===== src/rtl/dff_ctrl_pkg.sv =====
// Shared control definitions for the register-bank arbiters.
//  - ST_IDLE / ST_GRANT state encodings and the matching state_e enum.
//  - rr_pick: masked round-robin search over up to MaxReq request lanes.
package dff_ctrl_pkg;

  localparam logic ST_IDLE  = 1'b0;
  localparam logic ST_GRANT = 1'b1;

  typedef enum logic {
    StIdle  = ST_IDLE,
    StGrant = ST_GRANT
  } state_e;

  // Callers zero-extend their request vectors to this width.
  localparam int unsigned MaxReq = 32;
  localparam int unsigned IdxW   = 5;

  typedef struct packed {
    logic            found;
    logic [IdxW-1:0] idx;
  } rr_pick_t;

  // First set bit of (req & ~mask), searching upward from ptr and wrapping at nreq.
  // ptr must be < nreq.
  function automatic rr_pick_t rr_pick(input logic [MaxReq-1:0] req,
                                       input logic [MaxReq-1:0] mask,
                                       input logic [IdxW-1:0]   ptr,
                                       input int                nreq);
    rr_pick_t          res;
    logic [MaxReq-1:0] live;
    int                idx;
    logic [IdxW-1:0]   sel;
    res  = '0;
    live = req & ~mask;
    // Walk from the farthest distance down so the nearest hit wins.
    for (int k = MaxReq - 1; k >= 0; k--) begin
      idx = int'(ptr) + k;
      if (idx >= nreq) idx = idx - nreq;
      sel = IdxW'(idx);
      if (k < nreq && live[sel]) begin
        res.found = 1'b1;
        res.idx   = sel;
      end
    end
    return res;
  endfunction

endpackage


===== src/rtl/dff_bank.sv =====
// WIDTH-bit storage register with synchronous load enable.
//  clk_i  : rising-edge clock
//  rst_ni : asynchronous active-low reset, clears the register
//  en_i   : load d_i at the next rising edge
//  d_i    : load data
//  q_o    : register contents
module dff_bank #(
  parameter int unsigned WIDTH = 8
) (
  input  logic             clk_i,
  input  logic             rst_ni,
  input  logic             en_i,
  input  logic [WIDTH-1:0] d_i,
  output logic [WIDTH-1:0] q_o
);

  logic [WIDTH-1:0] q_d, q_q;

  always_comb begin
    q_d = q_q;
    if (en_i) q_d = d_i;
  end

  always_ff @(posedge clk_i or negedge rst_ni) begin
    if (!rst_ni) q_q <= '0;
    else         q_q <= q_d;
  end

  assign q_o = q_q;

endmodule


===== src/rtl/dff_bank_arbiter.sv =====
// Round-robin arbiter sharing one WIDTH-bit register among NREQ requesters, with an
// optional locked burst of up to MAX_BURST consecutive writes per grant.
//  clk      : rising-edge clock
//  rst      : asynchronous active-low reset
//  req      : per-requester write request (level)
//  lock     : per-requester burst hold, only meaningful with req
//  wdata    : flat write data, requester i at [i*WIDTH +: WIDTH]
//  gnt      : registered one-hot grant
//  owner    : index of the current / last grantee
//  busy     : high while a grant is active
//  wr_pulse : high for one cycle after q was loaded
//  q        : shared register contents
module dff_bank_arbiter
  import dff_ctrl_pkg::*;
#(
  parameter int unsigned NREQ      = 4,
  parameter int unsigned WIDTH     = 8,
  parameter int unsigned MAX_BURST = 4
) (
  input  logic                    clk,
  input  logic                    rst,
  input  logic [NREQ-1:0]         req,
  input  logic [NREQ-1:0]         lock,
  input  logic [NREQ*WIDTH-1:0]   wdata,
  output logic [NREQ-1:0]         gnt,
  output logic [$clog2(NREQ)-1:0] owner,
  output logic                    busy,
  output logic                    wr_pulse,
  output logic [WIDTH-1:0]        q
);

  localparam int unsigned OwnerW = $clog2(NREQ);
  localparam int unsigned CntW   = $clog2(MAX_BURST + 1);
  // Last burst count at which another locked write is still allowed to follow.
  localparam logic [CntW-1:0] CntLast = CntW'(MAX_BURST - 1);

  state_e            state_d, state_q;
  logic [NREQ-1:0]   gnt_d, gnt_q;
  logic [OwnerW-1:0] owner_d, owner_q;
  logic [OwnerW-1:0] rr_ptr_d, rr_ptr_q;
  logic [CntW-1:0]   burst_cnt_d, burst_cnt_q;
  logic              wr_pulse_d, wr_pulse_q;

  logic              wr_en;
  logic [OwnerW-1:0] next_ptr;
  rr_pick_t          idle_pick, rel_pick;
  logic [WIDTH-1:0]  wdata_arr [NREQ];

  for (genvar i = 0; i < NREQ; i++) begin : g_unpack
    assign wdata_arr[i] = wdata[i*WIDTH +: WIDTH];
  end

  assign next_ptr = (owner_q == OwnerW'(NREQ - 1)) ? '0 : owner_q + OwnerW'(1);

  // Idle arbitration starts at rr_ptr; release arbitration starts after the owner and
  // excludes it, so a requester still holding req re-joins behind the others.
  assign idle_pick = rr_pick(MaxReq'(req), '0, IdxW'(rr_ptr_q), NREQ);
  assign rel_pick  = rr_pick(MaxReq'(req), MaxReq'(gnt_q), IdxW'(next_ptr), NREQ);

  always_comb begin
    state_d     = state_q;
    gnt_d       = gnt_q;
    owner_d     = owner_q;
    rr_ptr_d    = rr_ptr_q;
    burst_cnt_d = burst_cnt_q;
    wr_en       = 1'b0;
    unique case (state_q)
      StIdle: begin
        if (|req) begin
          state_d     = StGrant;
          owner_d     = OwnerW'(idle_pick.idx);
          gnt_d       = NREQ'(1) << idle_pick.idx;
          burst_cnt_d = '0;
        end
      end
      StGrant: begin
        // A withdrawn request means no write this cycle.
        wr_en = req[owner_q];
        if (wr_en) burst_cnt_d = burst_cnt_q + CntW'(1);
        if (!(wr_en && lock[owner_q] && burst_cnt_q < CntLast)) begin
          rr_ptr_d    = next_ptr;
          burst_cnt_d = '0;
          if (rel_pick.found) begin
            owner_d = OwnerW'(rel_pick.idx);
            gnt_d   = NREQ'(1) << rel_pick.idx;
          end else begin
            state_d = StIdle;
            gnt_d   = '0;
          end
        end
      end
      default: begin
        state_d = StIdle;
        gnt_d   = '0;
      end
    endcase
    wr_pulse_d = wr_en;
  end

  always_ff @(posedge clk or negedge rst) begin
    if (!rst) begin
      state_q     <= StIdle;
      gnt_q       <= '0;
      owner_q     <= '0;
      rr_ptr_q    <= '0;
      burst_cnt_q <= '0;
      wr_pulse_q  <= 1'b0;
    end else begin
      state_q     <= state_d;
      gnt_q       <= gnt_d;
      owner_q     <= owner_d;
      rr_ptr_q    <= rr_ptr_d;
      burst_cnt_q <= burst_cnt_d;
      wr_pulse_q  <= wr_pulse_d;
    end
  end

  dff_bank #(
    .WIDTH(WIDTH)
  ) u_bank (
    .clk_i (clk),
    .rst_ni(rst),
    .en_i  (wr_en),
    .d_i   (wdata_arr[owner_q]),
    .q_o   (q)
  );

  assign gnt      = gnt_q;
  assign owner    = owner_q;
  assign busy     = (state_q == StGrant);
  assign wr_pulse = wr_pulse_q;

endmodule


===== config.mk =====
export PLATFORM = sky130hd
export DESIGN_NAME = dff_bank_arbiter
export DESIGN_NICKNAME = d
export VERILOG_FILES = /design/src/rtl/dff_ctrl_pkg.sv /design/src/rtl/dff_bank.sv /design/src/rtl/dff_bank_arbiter.sv
export SDC_FILE = /design/constraint.sdc
export NUM_CORES = 1
export LEC_CHECK = 0
export BUFFER_PORTS_ARGS = -buffer_cell sky130_fd_sc_hd__buf_2
export CAP_MARGIN = 20
export CORE_UTILIZATION = 40
export CTS_CLUSTER_SIZE = 8
export DETAILED_ROUTE_END_ITERATION = 8
export MAX_ROUTING_LAYER = met4
export PLACE_DENSITY_LB_ADDON = 0.12
export RECOVER_POWER = 100
export SLEW_MARGIN = 15
export SYNTH_ARGS = -nofsm -noshare
export SYNTH_HDL_FRONTEND = slang
export SYNTH_HIERARCHICAL = 1
export SYNTH_SLANG_ARGS = --single-unit

===== constraint.sdc =====
create_clock -name clk -period 8.05 [get_ports clk]
set_input_delay 0.805 -clock clk [delete_from_list [all_inputs] [get_ports clk]]
set_output_delay 0.805 -clock clk [all_outputs]
set_load 0.005 [all_outputs]

==> impl_results.md, run 1 <==
- Setup violators final: 0
- Met1 wire length: 2.112 mm
- Clock Root Buffer: clkbuf_8
- Combinational power share: 0.674
- Post-synthesis area per instance: about 11 µm²
- Final Hold Viols: 0
- Post-CTS Setup Inserts: 0
- Fin worst setup slack: roughly 4.2 ns
- Drt wl/cell: 15.33 µm
- Crit-path max FO: 19
- Min Clock Period, post-route: about 3.9 ns
- Layout net count: 280
- Share of cells above drive strength 1: 0.3422
- Fill cells: approximately 480
- Leak Pwr: about 1.0 nW
- Max_cap viols: 0
- Clock buffer depth: 2
- H-tree depth: 1
- Most frequent cells in the layout: buf_2 (51), dfrtp_1 (21), nand2_1 (14), ha_1 (12), mux4_2 (10)
- Part of the Yosys area used for sequential elements: 0.2667
- Area of the multi-input gates: ~1300 µm²
- Pwr Density: 409.4 nW/µm²
- Reg power frac: 0.249
- Worst vdd ir: 0.1880 mV
- Post_cts resized: 0
- Iter 0 DRT Violations: between 90 and 100
- Endpoint class of the critical path: flop
- Synth unique cells: 53
- Period utilisation layout: 0.4822
- TNS Setup: 0 ns
- DP Area: between 2000 and 2500 µm²
- CP Class: flop to flop
- Max-slew headroom: 0.2370
- Pre-CTS setup slack: between 4 and 5 ns
- CP arrival: 4.04 ns
- Net Sw Frac: 0.4514
- Initial core utilization: 0.4172
- Worst skew pair latency: roughly 0.26 ns
- Pre-Repair DR Iteration Count: 4
- Die width: 72.19 µm
- CORE AREA: ~4700 µm²
- Port Buffer Count: 57
- Final wirelength: ~4.5 mm
- Die ar.: 5211 µm²
- DR WL met3: ~150 µm
- Remaining Overflow, GRT: 0
- Storage cell area: approximately 530 µm²
- Design area: roughly 2300 µm²
- CTS buffer count: 3
- Vias in the first global route: between 1000 and 1500
- Mapped Nets: between 200 and 250
- Worst setup SP type: flop
- Yosys reg bits: 21
- Ant. Diodes: 0
- Max Slew Vio Count: 0
- RSZ-0062 raised after global routing: no
- Cell Area, Synth: between 1500 and 2000 µm²
- Mapped Cells: 175
- Post-synth top flop: dfrtp_1
- RePlAce Congestion: just over 0.8
- Number of flops mapped to enable cells by yosys: 0
- Hold Path Class: flop to flop
- Internal: roughly 0.00051 W
- FP Rows: 25
- Die span in y: between 70 and 80 µm
- First-pass GRT wire length: around 7.5 mm
- Initial antenna violation count: 0
- Clk_skew: about 0.004 ns
- CTS Sinks: 21
- Power, Total: a little over 0.0009 W
- Clock power share: 0.077
- Antenna-violating nets left: 0
- Highest Clock Rate: between 0.2 and 0.3 GHz
- Util after Layout: 0.4771
- Total Routing Usage GR: 0.1888
- Slew @ Worst Pin: ~1.1 ns
- Dpl hpwl: about 3.5 mm
- FFs w/ async S/R, synth: 1.000
- Yosys Warn Count: 6
- Largest net degree at the start of global routing: 22
- Outcome: finished, final reports clean
- Met2 WL: about 2.2 mm
- Psw: about 0.00042 W
- Syn-to-layout area delta: 14.35%
- I/O pin cnt: 58
- DRC violations left: 0
- DR vias: roughly 1600
- CTS tree: yes
- Most common cell after layout, fill and taps aside: buf_2
- DR top layer: met4
- Post-CTS Hold Buffers: 0
- Reg clk slew, reported paths: about 0.08 ns
- DR vias/cell: ~5.5
- Worst Path Required: about 8.2 ns
==> cell usage after synthesis (all sizes together) (5+ instances only) <==
cell type	count	area [µm²]
dfrtp	21	525.5
mux4	15	356.6
nand2	14	52.55
ha	12	150.1
mux2	11	153.9
nor2b	8	57.55
a21oi	7	35.03
buf	7	47.54
o21ai	7	38.79
nand2b	6	37.54
inv	5	18.77
mux2i	5	50.05
==> registers in the layout, indices dropped and copies added (netlist names) <==
register and flops:
owner 2, rr_ptr_q 2, busy 1, wr_pulse 1, gnt 4, burst_cnt_q 3, u_bank/q_o 8
==> area by class of cell <==
type	instances	share of cell area
well taps	67	0.03720
inverters	5	0.008329
clock inverters	1	0.002221
flip-flops and latches	21	0.2332
clock buffers	3	0.01832
repair buffers	57	0.1233
multi-input cells	138	0.5775
==> metal layers <==
| metal | vias to the layer above | global-route usage |
|---|---|---|
| li1 | 779 | - |
| met1 | 799 | 0.2821 |
| met2 | 32 | 0.2804 |
| met3 | 2 | 0.01806 |
| met4 | 0 | 0.03486 |
| met5 | - | - |
==> stage by stage <==
stage | cells | hold slack [ns]
floorplan | 175 | 0.4740
global route | 292 | 0.5042
detailed placement | 288 | 0.4895
CTS | 292 | 0.5102
global placement | 288 | 0.4944
finish | 292 | 0.4865
==> power groups by stage <==
stage,sequential [W],clock (W),combinational (W)
2_1_floorplan,0.000195,0,0.000596
3_3_place_gp,0.000234,0,0.000696
3_5_place_dp,0.000235,0,0.000696
4_1_cts,0.000233,0.0000731,0.000699
5_1_grt,0.000244,0.0000780,0.000694
6_report,0.000230,0.0000710,0.000622
==> final timing paths <==
path	endpoint	slack [ns]	depth (start not counted)	start
max reg2reg	gnt[3]	4.17	7	owner[0]
max	gnt[3]	4.17	7	owner[0]
min reg2reg	u_bank/q_o[2]	0.49	1	u_bank/q_o[2]
max in group asynchronous	wr_pulse	6.62	1	rst
min	u_bank/q_o[2]	0.49	1	u_bank/q_o[2]
min in group asynchronous	rr_ptr_q[0]	0.74	1	rst
==> critical path, stage by stage (launching register included) <==
cell	delay [ns]
dfrtp_1	0.69
ha_1	0.41
nor2_1	0.60
mux4_2	0.58
or3b_1	0.41
a2111oi_0	0.48
o21ai_0	0.24
o311ai_0	0.36
==> cell families after synthesis <==
logic type / after synthesis / share of synthesized area
adder cells (fa/ha/maj): 12 / 0.07619
flip-flops: 21 / 0.2667
multiplexers: 31 / 0.2845
XOR/XNOR: 1 / 0.004445
AND/OR/NAND/NOR: 51 / 0.1467
AO/OA/AOI/OAI: 43 / 0.1803
buffers and inverters: 16 / 0.04127
Note: power is estimated with default switching activity, not from simulation.
==> run 2, diff against run 1 <==
ABC_AREA = 1   (was default)
clock period = 3.27 ns   (was 8.05 ns; I/O delays follow)
==> run 2 against run 1 <==
  * First-iteration DRC count grew 40%
  * Area after synthesis fell by 4.5%
  * Die area shrank 4.4%
  * Sequential share of layout area is 0.45 points higher
  * Cell count rose by 41%
  * Combinational power grew to 3.1 times the previous value
  * Worst setup slack worse by 3.5 ns
  * Global-route usage up 3.4 points
  * Total power rose to 2.8 times the previous value
  * Critical path type unchanged
  * Critical endpoint is now gnt[1]
  * Highest routed layer unchanged
==> impl_results.md, run 2 <==
- Outcome: finished, final reports clean (unchanged)
- Pwr Density: 1174 nW/µm² (was 409.4 nW/µm²)
- CTS tree: yes (unchanged)
- CORE AREA: 4444 µm² (was 4723 µm²)
- Met3 Use GR: 0.03561 (was 0.01806)
- Launch instance of the worst register-to-register path: owner[1] (was owner[0])
- FFs w/ async S/R, synth: 1.000 (unchanged)
- Yosys reg bits: 21 (unchanged)
- Hold Path Class: primary input to async pin (was flop to flop)
- TNS Setup: 0 ns (unchanged)
- Clock Root Buffer: clkbuf_8 (unchanged)
- Synth Area in Simple Gates: 0.3916 (was 0.1467)
- CP arrival: 2.82 ns (was 4.04 ns)
- Worst skew pair latency: 0.26 ns (about the same)
- Max Slew Vio Count: 0 (unchanged)
- DR vias/cell: 4.896 (was 5.521)
- DRC violations left: 0 (unchanged)
- R2R cell count: 12 (was 7)
- Largest net degree at the start of global routing: 28 (was 22)
- Most common cell after layout, fill and taps aside: nand2_1 (was buf_2)
- Synth top area share: 0.2793 (was 0.2667)
- Met1 Usage GRT: 0.2904 (was 0.2821)
- Initial antenna violation count: 0 (unchanged)
- GR met2 Demand/Resource: 0.3786 (was 0.2804)
- Post-synthesis mux area share: 0 (was 0.2844)
- Antenna-violating nets left: 0 (unchanged)
- First-pass GRT wire length: 8.735 mm (was 7.507 mm)
- Critical Path Sink: gnt[1] (was gnt[3])
- Global route hottest layer: met2 (was met1)
- Post-synthesis area per instance: 6.150 µm² (was 11.26 µm²)
- Total Routing Usage GR: 0.2230 (was 0.1888)
- Clk_skew: 0.001803 ns (was 0.003891 ns)
- Yosys top cell by area: dfrtp_1 (unchanged)
- Number of flops mapped to enable cells by yosys: 0 (unchanged)
- Area contributors post-synth: dfrtp_1 (28%), nand2_1 (19%), nor2_1 (9.2%), ha_1 (8.0%), nand3_1 (6.4%) (was dfrtp_1 (27%), mux4_2 (11%), ha_1 (7.6%), mux4_1 (6.7%), mux2_4 (6.1%))
- Layout net count: 415 (was 280)
- Share of cells above drive strength 1: 0.1722 (was 0.3422)
- Commonest cells in the netlist: nand2_1 (96), nor2_1 (46), inv_1 (32) (was dfrtp_1 (21), nand2_1 (14), ha_1 (12))
- Cell Area, Synth: 1882 µm² (was 1971 µm²)
- R2R setup slack: 0.63 ns (was 4.17 ns)
- Mapped Nets: 360 (was 229)
- I/O pin cnt: 58 (unchanged)
- Endpoint class of the critical path: flop (unchanged)
- Min Clock Period, post-route: 2.638 ns (was 3.882 ns)
- Setup violators final: 0 (unchanged)
- DR vias: 2017 (was 1612)
- CTS Sinks: 21 (unchanged)
- FP Rows: 24 (was 25)
- RR Endpoint: gnt[1] (was gnt[3])
- Post-Synth XOR/XNOR Area: 0 (was 0.004444)
- Reg clk slew, reported paths: 0.08 ns (about the same)
- Worst setup path startpoint: owner[1] (was owner[0])
- Part of the Yosys area used for sequential elements: 0.2793 (was 0.2667)
- CTS buffer count: 3 (unchanged)
- Max_cap viols: 0 (unchanged)
- Most common cell in the netlist: nand2_1 (was dfrtp_1)
- Worst Path Required: 3.46 ns (was 8.20 ns)
- Yosys Warn Count: 6 (unchanged)
- Port Buffer Count: 57 (unchanged)
- H-tree depth: 1 (unchanged)
- Final wirelength: 4.836 mm (was 4.477 mm)
- Post-synth top flop: dfrtp_1 (unchanged)
- Dpl hpwl: 3.874 mm (was 3.503 mm)
- Adder-cell share of the synthesized area: 0.07979 (was 0.07619)
- Crit-path max FO: 17 (was 19)
- Largest family of logic cells by synthesized area: simple AND/OR/NAND/NOR gates (was multiplexers)
- Drt wl/cell: 11.74 µm (was 15.33 µm)
- Final Hold Viols: 0 (unchanged)
- Slew @ Worst Pin: 1.105 ns (was 1.145 ns)
- Post_cts resized: 0 (unchanged)
- Remaining Overflow, GRT: 0 (unchanged)
- Non-filler instance count after layout: 412 (was 292)
- Vias in the first global route: 1956 (was 1475)
- Die ar.: 4983 µm² (was 5211 µm²)
- Initial core utilization: 0.4234 (was 0.4172)
- Syn-to-layout area delta: 17.49% (was 14.35%)
- Leak Pwr: 1.258 nW (was 1.015 nW)
- Worst setup SP type: flop (unchanged)
- Ant. Diodes: 0 (unchanged)
- Die width: 70.59 µm (was 72.19 µm)
- Iter 0 DRT Violations: 139 (was 99)
- Most frequent cells in the layout: nand2_1 (96), buf_2 (49), nor2_1 (48), inv_1 (33) (was buf_2 (51), dfrtp_1 (21), nand2_1 (14), ha_1 (12), mux4_2 (10))
- Worst vdd ir: 0.4353 mV (was 0.1880 mV)
- Compound-Gate Fraction of Synth Area: 0.1496 (was 0.1803)
- CP Class: flop to flop (unchanged)
- Max-slew headroom: 0.2634 (was 0.2370)
- Period utilisation layout: 0.8067 (was 0.4822)
- Placed Instances: 408 (was 288)
- Clock buffer depth: 2 (unchanged)
- Post-CTS Setup Inserts: 0 (unchanged)
- Highest Clock Rate: 0.3791 GHz (was 0.2576 GHz)
- Synth unique cells: 26 (was 53)
- Pre-Repair DR Iteration Count: 4 (unchanged)
- RePlAce Congestion: 0.8733 (was 0.8176)
- Fill cells: 486 (was 476)
- Die span in y: 70.59 µm (was 72.19 µm)
- Post-CTS Hold Buffers: 0 (unchanged)
- RSZ-0062 raised after global routing: no (unchanged)
- Max FFs per register: 8 (unchanged)
- Mapped Cells: 306 (was 175)
- Storage cell area: 525.5 µm² (unchanged)
- Area of the multi-input gates: 1150 µm² (was 1301 µm²)
run 2: kinds of logic after synthesis:
logic type / count (synthesis)
flops: 21
simple gates: 178
compound gates: 50
buf+inv: 45
fa+ha+maj: 12
run 2: final cells by class:
type / instances / area share
clock inverters: 1 / 0.003396
flip-flops and latches: 21 / 0.2377
multi-input cells: 240 / 0.5201
inverters: 36 / 0.06112
clock buffers: 3 / 0.01868
well taps: 52 / 0.02943
repair buffers: 59 / 0.1296
run 2: worst max-delay path, stage by stage, from the launching register on:
cell     delay (ns)
dfrtp_1        0.64
inv_1          0.30
ha_1           0.47
inv_1          0.09
o21ai_0        0.11
nand2_2        0.10
nand2_1        0.08
nand3_1        0.13
nand2_1        0.12
nand2_2        0.06
o21ai_0        0.21
nand3_1        0.11
a21oi_1        0.14
run 2: where the power goes:
part	total, W	internal, W	switching, W
clock network	0.000173	0.0000860	0.0000875
logic	0.00190	0.000671	0.00123
registers	0.000523	0.000393	0.000130
run 2: metrics by stage:
stage	hold WS (ns)	cell area, µm²	util	setup slack [ns]	power, W
after floorplan	0.03141	1882	-	0.8564	0.002041
after global placement	0.3042	2195	0.4938	0.8349	0.002468
after detailed placement	0.3097	2195	0.4938	0.7474	0.002486
after CTS	0.01906	2243	0.5048	0.7373	0.002667
after global routing	0.3481	2211	0.4975	0.2164	0.002988
final	0.2482	2211	0.4975	0.6321	0.002595
run 2: per-layer routing:
metal | share of wire | vias to the layer above
met5 | 0 | -
li1 | - | 1080
met2 | 0.47 | 54
met4 | 0.0087 | 0
met3 | 0.041 | 6
met1 | 0.48 | 877
run 2: worst min-delay path by stage:
| stage | end | cells past startpoint | startpoint | slack [ns] |
|---|---|---|---|---|
| 4_1_cts | gnt[1] | 1 | rst | 0.02 |
| 6_report | gnt[1] | 1 | rst | 0.25 |
| 5_1_grt | u_bank/q_o[1] | 1 | rst | 0.35 |
| 3_3_place_gp | gnt[1] | 1 | rst | 0.30 |
| 3_5_place_dp | gnt[1] | 1 | rst | 0.31 |
| 2_1_floorplan | burst_cnt_q[0] | 0 | rst | 0.03 |
